[config.mk]
export PLATFORM = sky130hd
export DESIGN_NAME = can_tx_scheduler
export DESIGN_NICKNAME = d
export VERILOG_FILES = /design/src/rtl/can_tx_scheduler.sv
export SDC_FILE = /design/constraint.sdc
export NUM_CORES = 1
export LEC_CHECK = 0
export ABC_AREA = 1
export CORE_UTILIZATION = 45
export CTS_CLUSTER_DIAMETER = 30
export DETAILED_ROUTE_END_ITERATION = 6
export PLACE_DENSITY = 0.75
export SLEW_MARGIN = 20
export SYNTH_ARGS = -nofsm -noshare
export SYNTH_HDL_FRONTEND = slang
export SYNTH_SLANG_ARGS = --single-unit
[constraint.sdc]
create_clock -name i_Clock -period 7.07 [get_ports i_Clock]
set_input_delay 1.0605 -clock i_Clock [delete_from_list [all_inputs] [get_ports i_Clock]]
set_output_delay 1.0605 -clock i_Clock [all_outputs]
set_load 0.03 [all_outputs]
[src/rtl/can_tx_scheduler.sv]
// Transmit-mailbox scheduler in front of can_tx: launches the lowest-ID pending frame and re-queues
// frames that lose arbitration or miss ACK. Optional macro CAN_TX_SCHED_RETRY_LIMIT_EN enables the ack-error drop limit.
module can_tx_scheduler #(
  parameter int NUM_MB    = 4,
  parameter int MAX_RETRY = 8,
  localparam int IW       = $clog2(NUM_MB)
) (
  input  logic              i_Clock,
  input  logic              i_Reset,
  input  logic              i_Load,
  input  logic [IW-1:0]     i_Load_Idx,
  input  logic [10:0]       i_Load_Id,
  input  logic [3:0]        i_Load_Dlc,
  input  logic [63:0]       i_Load_Data,
  output logic              o_Load_Err,
  output logic [NUM_MB-1:0] o_Pending,
  input  logic              i_Bus_Idle,
  output logic              o_Tx_Start,
  output logic [10:0]       o_Tx_Id,
  output logic [3:0]        o_Tx_Dlc,
  output logic [63:0]       o_Tx_Data,
  input  logic              i_Tx_Done,
  input  logic              i_Tx_Arb_Lost,
  input  logic              i_Tx_Ack_Err,
  output logic              o_Tx_Ok,
  output logic              o_Tx_Fail,
  output logic [IW-1:0]     o_Tx_Idx
);

  typedef enum logic [1:0] {S_IDLE, S_SELECT, S_START, S_BUSY} state_t;

  state_t state_q, state_d;

  logic [NUM_MB-1:0] valid_q;
  logic [10:0]       id_q   [NUM_MB];
  logic [3:0]        dlc_q  [NUM_MB];
  logic [63:0]       data_q [NUM_MB];

  logic [10:0]   tx_id_q;
  logic [3:0]    tx_dlc_q;
  logic [63:0]   tx_data_q;
  logic [IW-1:0] tx_idx_q;
  logic          ok_q, load_err_q;

  logic          win_found;
  logic [IW-1:0] win_idx;
  logic [10:0]   win_id;

  logic latch_sel, done_ev, arb_ev, ack_ev, ack_drop, tx_start;
  logic in_flight, load_acc, load_rej;

  function automatic logic [3:0] sat_dlc(input logic [3:0] dlc);
    return (dlc > 4'd8) ? 4'd8 : dlc;
  endfunction

  // Strict less-than keeps the lower index on equal identifiers.
  always_comb begin
    win_found = 1'b0;
    win_idx   = '0;
    win_id    = '1;
    for (int i = 0; i < NUM_MB; i++) begin
      if (valid_q[i] && (!win_found || id_q[i] < win_id)) begin
        win_found = 1'b1;
        win_idx   = IW'(i);
        win_id    = id_q[i];
      end
    end
  end

  assign in_flight = ((state_q == S_START) || (state_q == S_BUSY)) && (i_Load_Idx == tx_idx_q);
  assign load_rej  = i_Load && in_flight;
  assign load_acc  = i_Load && !in_flight;

  always_ff @(posedge i_Clock) begin
    if (i_Reset) state_q <= S_IDLE;
    else         state_q <= state_d;
  end

  always_comb begin
    state_d   = state_q;
    latch_sel = 1'b0;
    tx_start  = 1'b0;
    done_ev   = 1'b0;
    arb_ev    = 1'b0;
    ack_ev    = 1'b0;
    case (state_q)
      S_IDLE:   if (|valid_q && i_Bus_Idle) state_d = S_SELECT;
      S_SELECT: begin
        latch_sel = win_found;
        state_d   = win_found ? S_START : S_IDLE;
      end
      S_START: begin
        tx_start = 1'b1;
        state_d  = S_BUSY;
      end
      S_BUSY: begin
        if (i_Tx_Done)          done_ev = 1'b1;
        else if (i_Tx_Arb_Lost) arb_ev  = 1'b1;
        else if (i_Tx_Ack_Err)  ack_ev  = 1'b1;
        if (i_Tx_Done || i_Tx_Arb_Lost || i_Tx_Ack_Err) state_d = S_IDLE;
      end
      default: state_d = S_IDLE;
    endcase
  end

  // Control and output registers; an arbitration loss needs no action beyond returning to IDLE.
  always_ff @(posedge i_Clock) begin
    if (i_Reset) begin
      valid_q    <= '0;
      tx_id_q    <= '0;
      tx_dlc_q   <= '0;
      tx_data_q  <= '0;
      tx_idx_q   <= '0;
      ok_q       <= 1'b0;
      load_err_q <= 1'b0;
    end else begin
      load_err_q <= load_rej;
      ok_q       <= done_ev;
      if (latch_sel) begin
        tx_idx_q  <= win_idx;
        tx_id_q   <= id_q[win_idx];
        tx_dlc_q  <= dlc_q[win_idx];
        tx_data_q <= data_q[win_idx];
      end
      if (load_acc)            valid_q[i_Load_Idx] <= 1'b1;
      if (done_ev || ack_drop) valid_q[tx_idx_q]   <= 1'b0;
    end
  end

  always_ff @(posedge i_Clock) begin
    if (load_acc) begin
      id_q[i_Load_Idx]   <= i_Load_Id;
      dlc_q[i_Load_Idx]  <= sat_dlc(i_Load_Dlc);
      data_q[i_Load_Idx] <= i_Load_Data;
    end
  end

`ifdef CAN_TX_SCHED_RETRY_LIMIT_EN
  logic [3:0] retry_q [NUM_MB];
  logic       fail_q;

  assign ack_drop = ack_ev && (({1'b0, retry_q[tx_idx_q]} + 5'd1) >= 5'(MAX_RETRY));

  always_ff @(posedge i_Clock) begin
    if (i_Reset) begin
      for (int i = 0; i < NUM_MB; i++) retry_q[i] <= '0;
      fail_q <= 1'b0;
    end else begin
      fail_q <= ack_drop;
      if (load_acc) retry_q[i_Load_Idx] <= '0;
      if (ack_ev)   retry_q[tx_idx_q]   <= retry_q[tx_idx_q] + 4'd1;
    end
  end

  assign o_Tx_Fail = fail_q;
`else
  assign ack_drop  = 1'b0;
  // Without the retry limit MAX_RETRY has no effect and frames are never dropped.
  assign o_Tx_Fail = 1'b0 & (MAX_RETRY != 0);
`endif

  assign o_Load_Err = load_err_q;
  assign o_Pending  = valid_q;
  assign o_Tx_Start = tx_start;
  assign o_Tx_Id    = tx_id_q;
  assign o_Tx_Dlc   = tx_dlc_q;
  assign o_Tx_Data  = tx_data_q;
  assign o_Tx_Idx   = tx_idx_q;
  assign o_Tx_Ok    = ok_q;

endmodule

Yosys cells after proc, flatten, opt, wreduce, memory -nomap -nowiden. Memory sizes are Yosys's and may differ from the RTL's. A register that Yosys moved wholly into a read port is not among the register bits. Cells that the tools add are included.

Register bits after elaboration: 10. Bits in latches: 0. RAM bits: 316. Bits in read-only memories: 0. Bits of input ports: 88. Output and inout port bits: 89. Word-level logic and storage cells: 75. Memories kept: 3.

Memories: data_q (depth 4, width 64, read ports 1, clocked after Yosys merged registers in 1, write ports 1, RTL line 37) `logic [63:0] data_q [NUM_MB];`; id_q (depth 4, width 11, read ports 5, clocked after Yosys merged registers in 1, write ports 1, RTL line 35) `logic [10:0] id_q [NUM_MB];`; dlc_q (depth 4, width 4, read ports 1, clocked after Yosys merged registers in 1, write ports 1, RTL line 36) `logic [3:0] dlc_q [NUM_MB];`.

Add/sub/neg operators: 0. Multipliers: 0. Div/mod/pow operators: 0. Order comparisons: 8. Equal/unequal tests: 6. Shifts and indexed selects: 0. Muxes and demuxes: 28. Bitwise gates (word level): 3. Reductions and logical operators: 22.

Operators with widths (number): $lt A11 B11 Y1 (3); $mux W11 (3); $mux W4 (4); $mux W1 (13); $mux W2 (5); $logic_and A1 B1 Y1 (9); $pmux W2 S4 (1); $logic_or A1 B1 Y1 (6); $lt A2 B3 Y1 const B (2); $and A4 B4 Y4 (1); $demux W1 S2 (2); $eq A2 B2 Y1 const B (2); $ge A2 B1 Y1 const B (2); $gt A4 B4 Y1 const B (1); $logic_not A1 Y1 (4); $not A4 Y4 (1); $or A4 B4 Y4 (1); $reduce_or A4 Y1 (1); $eq A2 B1 Y1 const B (1); $eq A2 B2 Y1 (1); $logic_not A2 Y1 (1); $ne A2 B1 Y1 const B (1); $ne A2 B2 Y1 const B (1); $reduce_and A2 Y1 (1).

Depth between registers and ports, before layout. An unclocked memory read counts as a cell.

Depth in word-level cells: 16. Depth in mapped cells: 44. Mapped depth without buffers: 40.

Worst setup path after synthesis. OpenSTA, ideal clock, no wires.

Path type: input-to-reg. From: input i_Load_Idx[0]. To: register valid_q[0], in the netlist o_Pending[0]. Setup time: 0.092 ns. Arrival time: 7.351 ns. Required time: 6.978 ns. Path slack: -0.373 ns. Cell stages on the path: 5. Path buffers: 0. Cell sequence: o221ai_1 nand2_1 nor3_1 o21ai_0 a21oi_1.

Cells in the longest elaborated chain, start to end: 9. Elaborated cells on any way between the ends: 14. Those cells by class: order compare (2); eq/ne (1); mux (5); bitwise (2); reduce/logical (4).

RTL lines: start, declared (RTL line 11) `input logic [IW-1:0] i_Load_Idx,`; $lt A2 B3 Y1 (not written as such) / $ge A2 B1 Y1 (equally long branches) (RTL line 125) `if (load_acc) valid_q[i_Load_Idx] <= 1'b1;`; $logic_and A1 B1 Y1 (not written as such) (RTL line 125); $mux W1 (not written as such) (RTL line 125); $demux W1 S2 (RTL line 125); $or A4 B4 Y4 (no source line); $mux W4 (*) (RTL line 125); $mux W4 (*) (RTL line 108) `if (i_Reset) begin`; $and A4 B4 Y4 (no source line); $mux W4 (*) (RTL line 126) `if (done_ev || ack_drop) valid_q[tx_idx_q] <= 1'b0;`; end signal, assigned (RTL line 109) `valid_q <= '0;`; end signal, assigned by index (RTL line 125); end signal, assigned by index (RTL line 126); end, declared (RTL line 34) `logic [NUM_MB-1:0] valid_q;`.

Every way passes the cells marked *; elsewhere a longest branch is shown, timed or not. The select of a mux whose other input is x is not followed. A chain may end at the register's enable or synchronous reset.

Worst setup path in the final report.
From: register valid_q[0], in the netlist o_Pending[0]. To: register tx_data_q[63], in the netlist o_Tx_Data[63], read port of data_q.

Cells in the longest elaborated chain, start to end: 14. Elaborated cells on any way between the ends: 23. Those cells by class: order compare (3); mux (11); reduce/logical (9).

RTL lines: $mux W11 / $mux W1 (equally long branches) (RTL line 62) `if (valid_q[i] && (!win_found || id_q[i] < win_id)) begin`; $lt A11 B11 Y1 / $logic_not A1 Y1 (equally long branches) (RTL line 62); $logic_or A1 B1 Y1 (RTL line 62); $logic_and A1 B1 Y1 (RTL line 62); $mux W11 / $mux W1 (equally long branches) (RTL line 62); $lt A11 B11 Y1 / $logic_not A1 Y1 (equally long branches) (RTL line 62); $logic_or A1 B1 Y1 (RTL line 62); $logic_and A1 B1 Y1 (RTL line 62); $mux W11 / $mux W1 (equally long branches) (RTL line 62); $lt A11 B11 Y1 / $logic_not A1 Y1 (equally long branches) (RTL line 62); $logic_or A1 B1 Y1 (RTL line 62); $logic_and A1 B1 Y1 (RTL line 62); $mux W1 (RTL line 62); $mux W1 (RTL line 86) `case (state_q)`; end, declared (RTL line 41) `logic [63:0] tx_data_q;`.

Several ways; a longest one is shown, not always the timed one.

==> flow_metrics.env <==
export IMPL_syn_inst=1678
export IMPL_setup_violations=0
export IMPL_synthesis_nets=1795
export IMPL_grt_pass1_vias=13100
export IMPL_cts_max_level=3
export IMPL_die_area_mm2=0.0391
export IMPL_gp_congestion=0.925
export IMPL_fill_cells=3077
export IMPL_cts_buffer_depth=3
export IMPL_drtAntennaViolNets=0
export IMPL_grt_pass1_wl_um=70800
export IMPL_synth_warnings=0
export IMPL_hold_depth=2
export IMPL_wire_per_inst_um=18.4
export IMPL_crit_path_max_fanout=53
export IMPL_period_share=0.897
export IMPL_via_per_inst=5.27
export IMPL_synth_cell_types=34
export IMPL_yosysSeqAreaShare=0.654
export IMPL_cp_required_ns=7.54
export IMPL_synth_xor_area_frac=0
export IMPL_route_detailed_drc=0
export IMPL_track_usage=0.238
export IMPL_syn_to_final_growth_pct=29.4
export IMPL_max_stage_delay_ns=0.61
export IMPL_drv_cap=0
export IMPL_synth_area_per_cell_um2=10.3
export IMPL_cp_slowest_cell="buf_4"
export IMPL_vias=12900
export IMPL_startpoint_type="flop"
export IMPL_clkLatencyLatePin_ns=0.60
export IMPL_ys_ff_latch=405
export IMPL_grt_max_degree=214
export IMPL_hold_viol=0
export IMPL_initial_utilization=0.457
export IMPL_path_common_cell="nand2_1"
export IMPL_fmax_ghz=0.158
export IMPL_slew_viol_final=0
export IMPL_rr_worst_depth=35
export IMPL_cp_arrival_ns=6.81
export IMPL_nets=1979
export IMPL_muxShareOfSynthArea=0
export IMPL_rrSetupSlack_ns=0.73
export IMPL_cts_resized=0
export IMPL_final_cells=2444
export IMPL_dp_hpwl_um=25300
export IMPL_slew_headroom=0.361
export IMPL_hold_path_class="reg -> reg"
export IMPL_syn_area_mm2=0.0172
export IMPL_fin_crit_ns=6.34
export IMPL_ioPinCount=177
export IMPL_drt_iter0_drc=1116
export IMPL_cts_sinks=405
export IMPL_power_total_mw=7.09
export IMPL_wirelength_um=45100
export IMPL_hold_end="o_Tx_Data[55]"
export IMPL_outcome="finished, final reports clean"
export IMPL_ir_drop_v=0.000202
export IMPL_io_buffers=175
export IMPL_utilization=0.592
export IMPL_tightest_slew_ns=0.959
export IMPL_antenna_found_initial=4
export IMPL_fp_dieH_um=198
export IMPL_die_x_um=198
export IMPL_pwr_density_cell_mw_per_mm2=318
export IMPL_drive_above_1_share=0.0994
export IMPL_synth_simple_area_share=0.191
export IMPL_overflow=0
export IMPL_hp_start="data_q[1][55]"
export IMPL_p_leak_nw=8.83
export IMPL_worst_r2r_endpoint="o_Tx_Data[63]"
export IMPL_dp_cells=2289
export IMPL_synth_compound_area_frac=0.0702
export IMPL_numCtsBuffers=82
export IMPL_crit_type="reg -> reg"
export IMPL_cts_root_buf="clkbuf_16"
export IMPL_dr_pass1_iters=6
export IMPL_post_cts_setup_buffers=0
export IMPL_hold_buffers=0
export IMPL_cts_tree="done"
export IMPL_critPathCaptureType="flop"
export IMPL_rows=71
export IMPL_fin_worst_skew_ns=0.0286
export IMPL_rsz0062_at_grt="no"
export IMPL_yosys_area_share_adder=0.0211
export IMPL_reg2reg_from="o_Pending[0]"
export IMPL_synth_top_family_by_area="simple AND/OR/NAND/NOR gates"
export IMPL_clkTransAtPathRegs_ns=0.05
export IMPL_fp_coreArea_mm2=0.0377
## layout make-up
cell class,instances,area (µm²),area share
multi-input combinational,1000,4900,0.220
antenna,2,5.00,0.000224
tap,511,639,0.0287
sequential,405,11300,0.506
clock inverter,51,568,0.0255
clock buffer,102,2270,0.102
inverter,173,651,0.0292
timing repair buffer,200,1990,0.0892
## worst max-delay path, delay by kind of cell, from the launching register on
family | cells | cell delay (ns)
and+or+nand+nor | 21 | 2.20
AOI/OAI and AO/OA | 8 | 1.53
buffers and inverters | 3 | 1.11
adders and majority gates | 3 | 0.91
DFF | 1 | 0.47
## layer usage
metal	wire, µm	track usage	vias to the layer above	share of wire
met5	23	0	-	0.00051
met4	911	0.0856	4	0.020
met3	3630	0.0548	88	0.081
met2	22000	0.393	534	0.49
met1	18500	0.305	6169	0.41
li1	-	-	6092	-
## registers in the layout, summed over array words and instances (netlist names), named ones only
signal      flops
data_q        256
dlc_q          16
id_q           44
o_Load_Err      1
o_Pending       4
o_Tx_Data      64
o_Tx_Dlc        4
o_Tx_Id        11
o_Tx_Idx        2
o_Tx_Ok         1
state_q         1
## how the worst max path moves through the flow
stage | to | start | depth (start not counted) | slack (ns)
after global placement | o_Tx_Data[31] | o_Pending[0] | 39 | 0.98
final | o_Tx_Data[63] | o_Pending[0] | 35 | 0.73
after floorplan | o_Pending[0] | i_Load_Idx[0] | 5 | -0.37
after detailed placement | o_Tx_Data[31] | o_Pending[0] | 41 | 0.82
after global routing | o_Tx_Data[63] | o_Pending[0] | 36 | 0.05
after CTS | o_Tx_Data[31] | o_Pending[0] | 39 | 0.76
## logic make-up (layout without fill, tap and decap cells)
group	after synthesis	in the layout
simple gates	741	741
fa+ha+maj	29	29
compound gates	229	229
flops	405	405
buf+inv	273	526
other cells	1	3
## cell usage after synthesis
library cell  instances  area [µm²]
buf_4                 4        30.0
a21boi_0              1        7.51
nand3_1              76         380
inv_2                 3        11.3
ha_1                 29         363
nand3b_1             52         390
dfxtp_1              89        1780
inv_1               169         634
nand4_1              58         363
nand2_2               2        12.5
buf_6                 2        22.5
or2_2                 8        50.1
nor3_1               10        50.1
a31oi_1               1        6.26
nand2_1             316        1190
a221oi_1              1        8.76
o21ai_1              54         270
a211oi_1              1        7.51
o221ai_1              1        8.76
clkbuf_1             62         233
nor2_1              214         803
clkinv_1              1        3.75
o221a_2               1        11.3
a21boi_2              1        11.3
buf_1                 8        30.0
o21ai_0              84         420
buf_2                24         120
conb_1                1        3.75
edfxtp_1            316        9490
a21oi_1              73         365
o22ai_1               2        12.5
a2111oi_0             1        8.76
o2111ai_1             8        70.1
nand2_4               5        56.3
## layout by cell type (no fill, tap or decap), types with 9 or more instances in the layout
master / netlist / final
clkbuf_8: 0 / 10
nand2_1: 316 / 315
o21ai_0: 84 / 84
ha_1: 29 / 29
bufinv_16: 0 / 9
nand3b_1: 52 / 52
dfxtp_1: 89 / 88
a21oi_1: 73 / 73
clkbuf_16: 0 / 84
inv_1: 169 / 168
o21ai_1: 54 / 54
clkinvlp_4: 0 / 11
clkinv_2: 0 / 13
edfxtp_1: 316 / 316
clkdlybuf4s50_1: 0 / 175
buf_4: 4 / 21
nand4_1: 58 / 58
nand3_1: 76 / 76
nor2_1: 214 / 214
## metrics by stage
step	setup TNS [ns]	instance area (µm²)	hold slack [ns]	setup WS (ns)
6_report	0	22300	0.531	0.725
5_1_grt	0	22300	0.556	0.0542
4_1_cts	0	22300	0.532	0.756
3_5_place_dp	0	19500	0.526	0.816
3_3_place_gp	0	19500	0.512	0.982
2_1_floorplan	-105.37	17200	0.509	-0.373
## power by group
| part | leakage [nW] | switching [mW] | total [mW] | internal [mW] |
|---|---|---|---|---|
| registers | 3.62 | 0.0382 | 2.70 | 2.66 |
| logic | 3.84 | 0.347 | 0.530 | 0.183 |
| clock network | 1.37 | 1.25 | 3.86 | 2.61 |
Power figures use the tool's default switching activity.
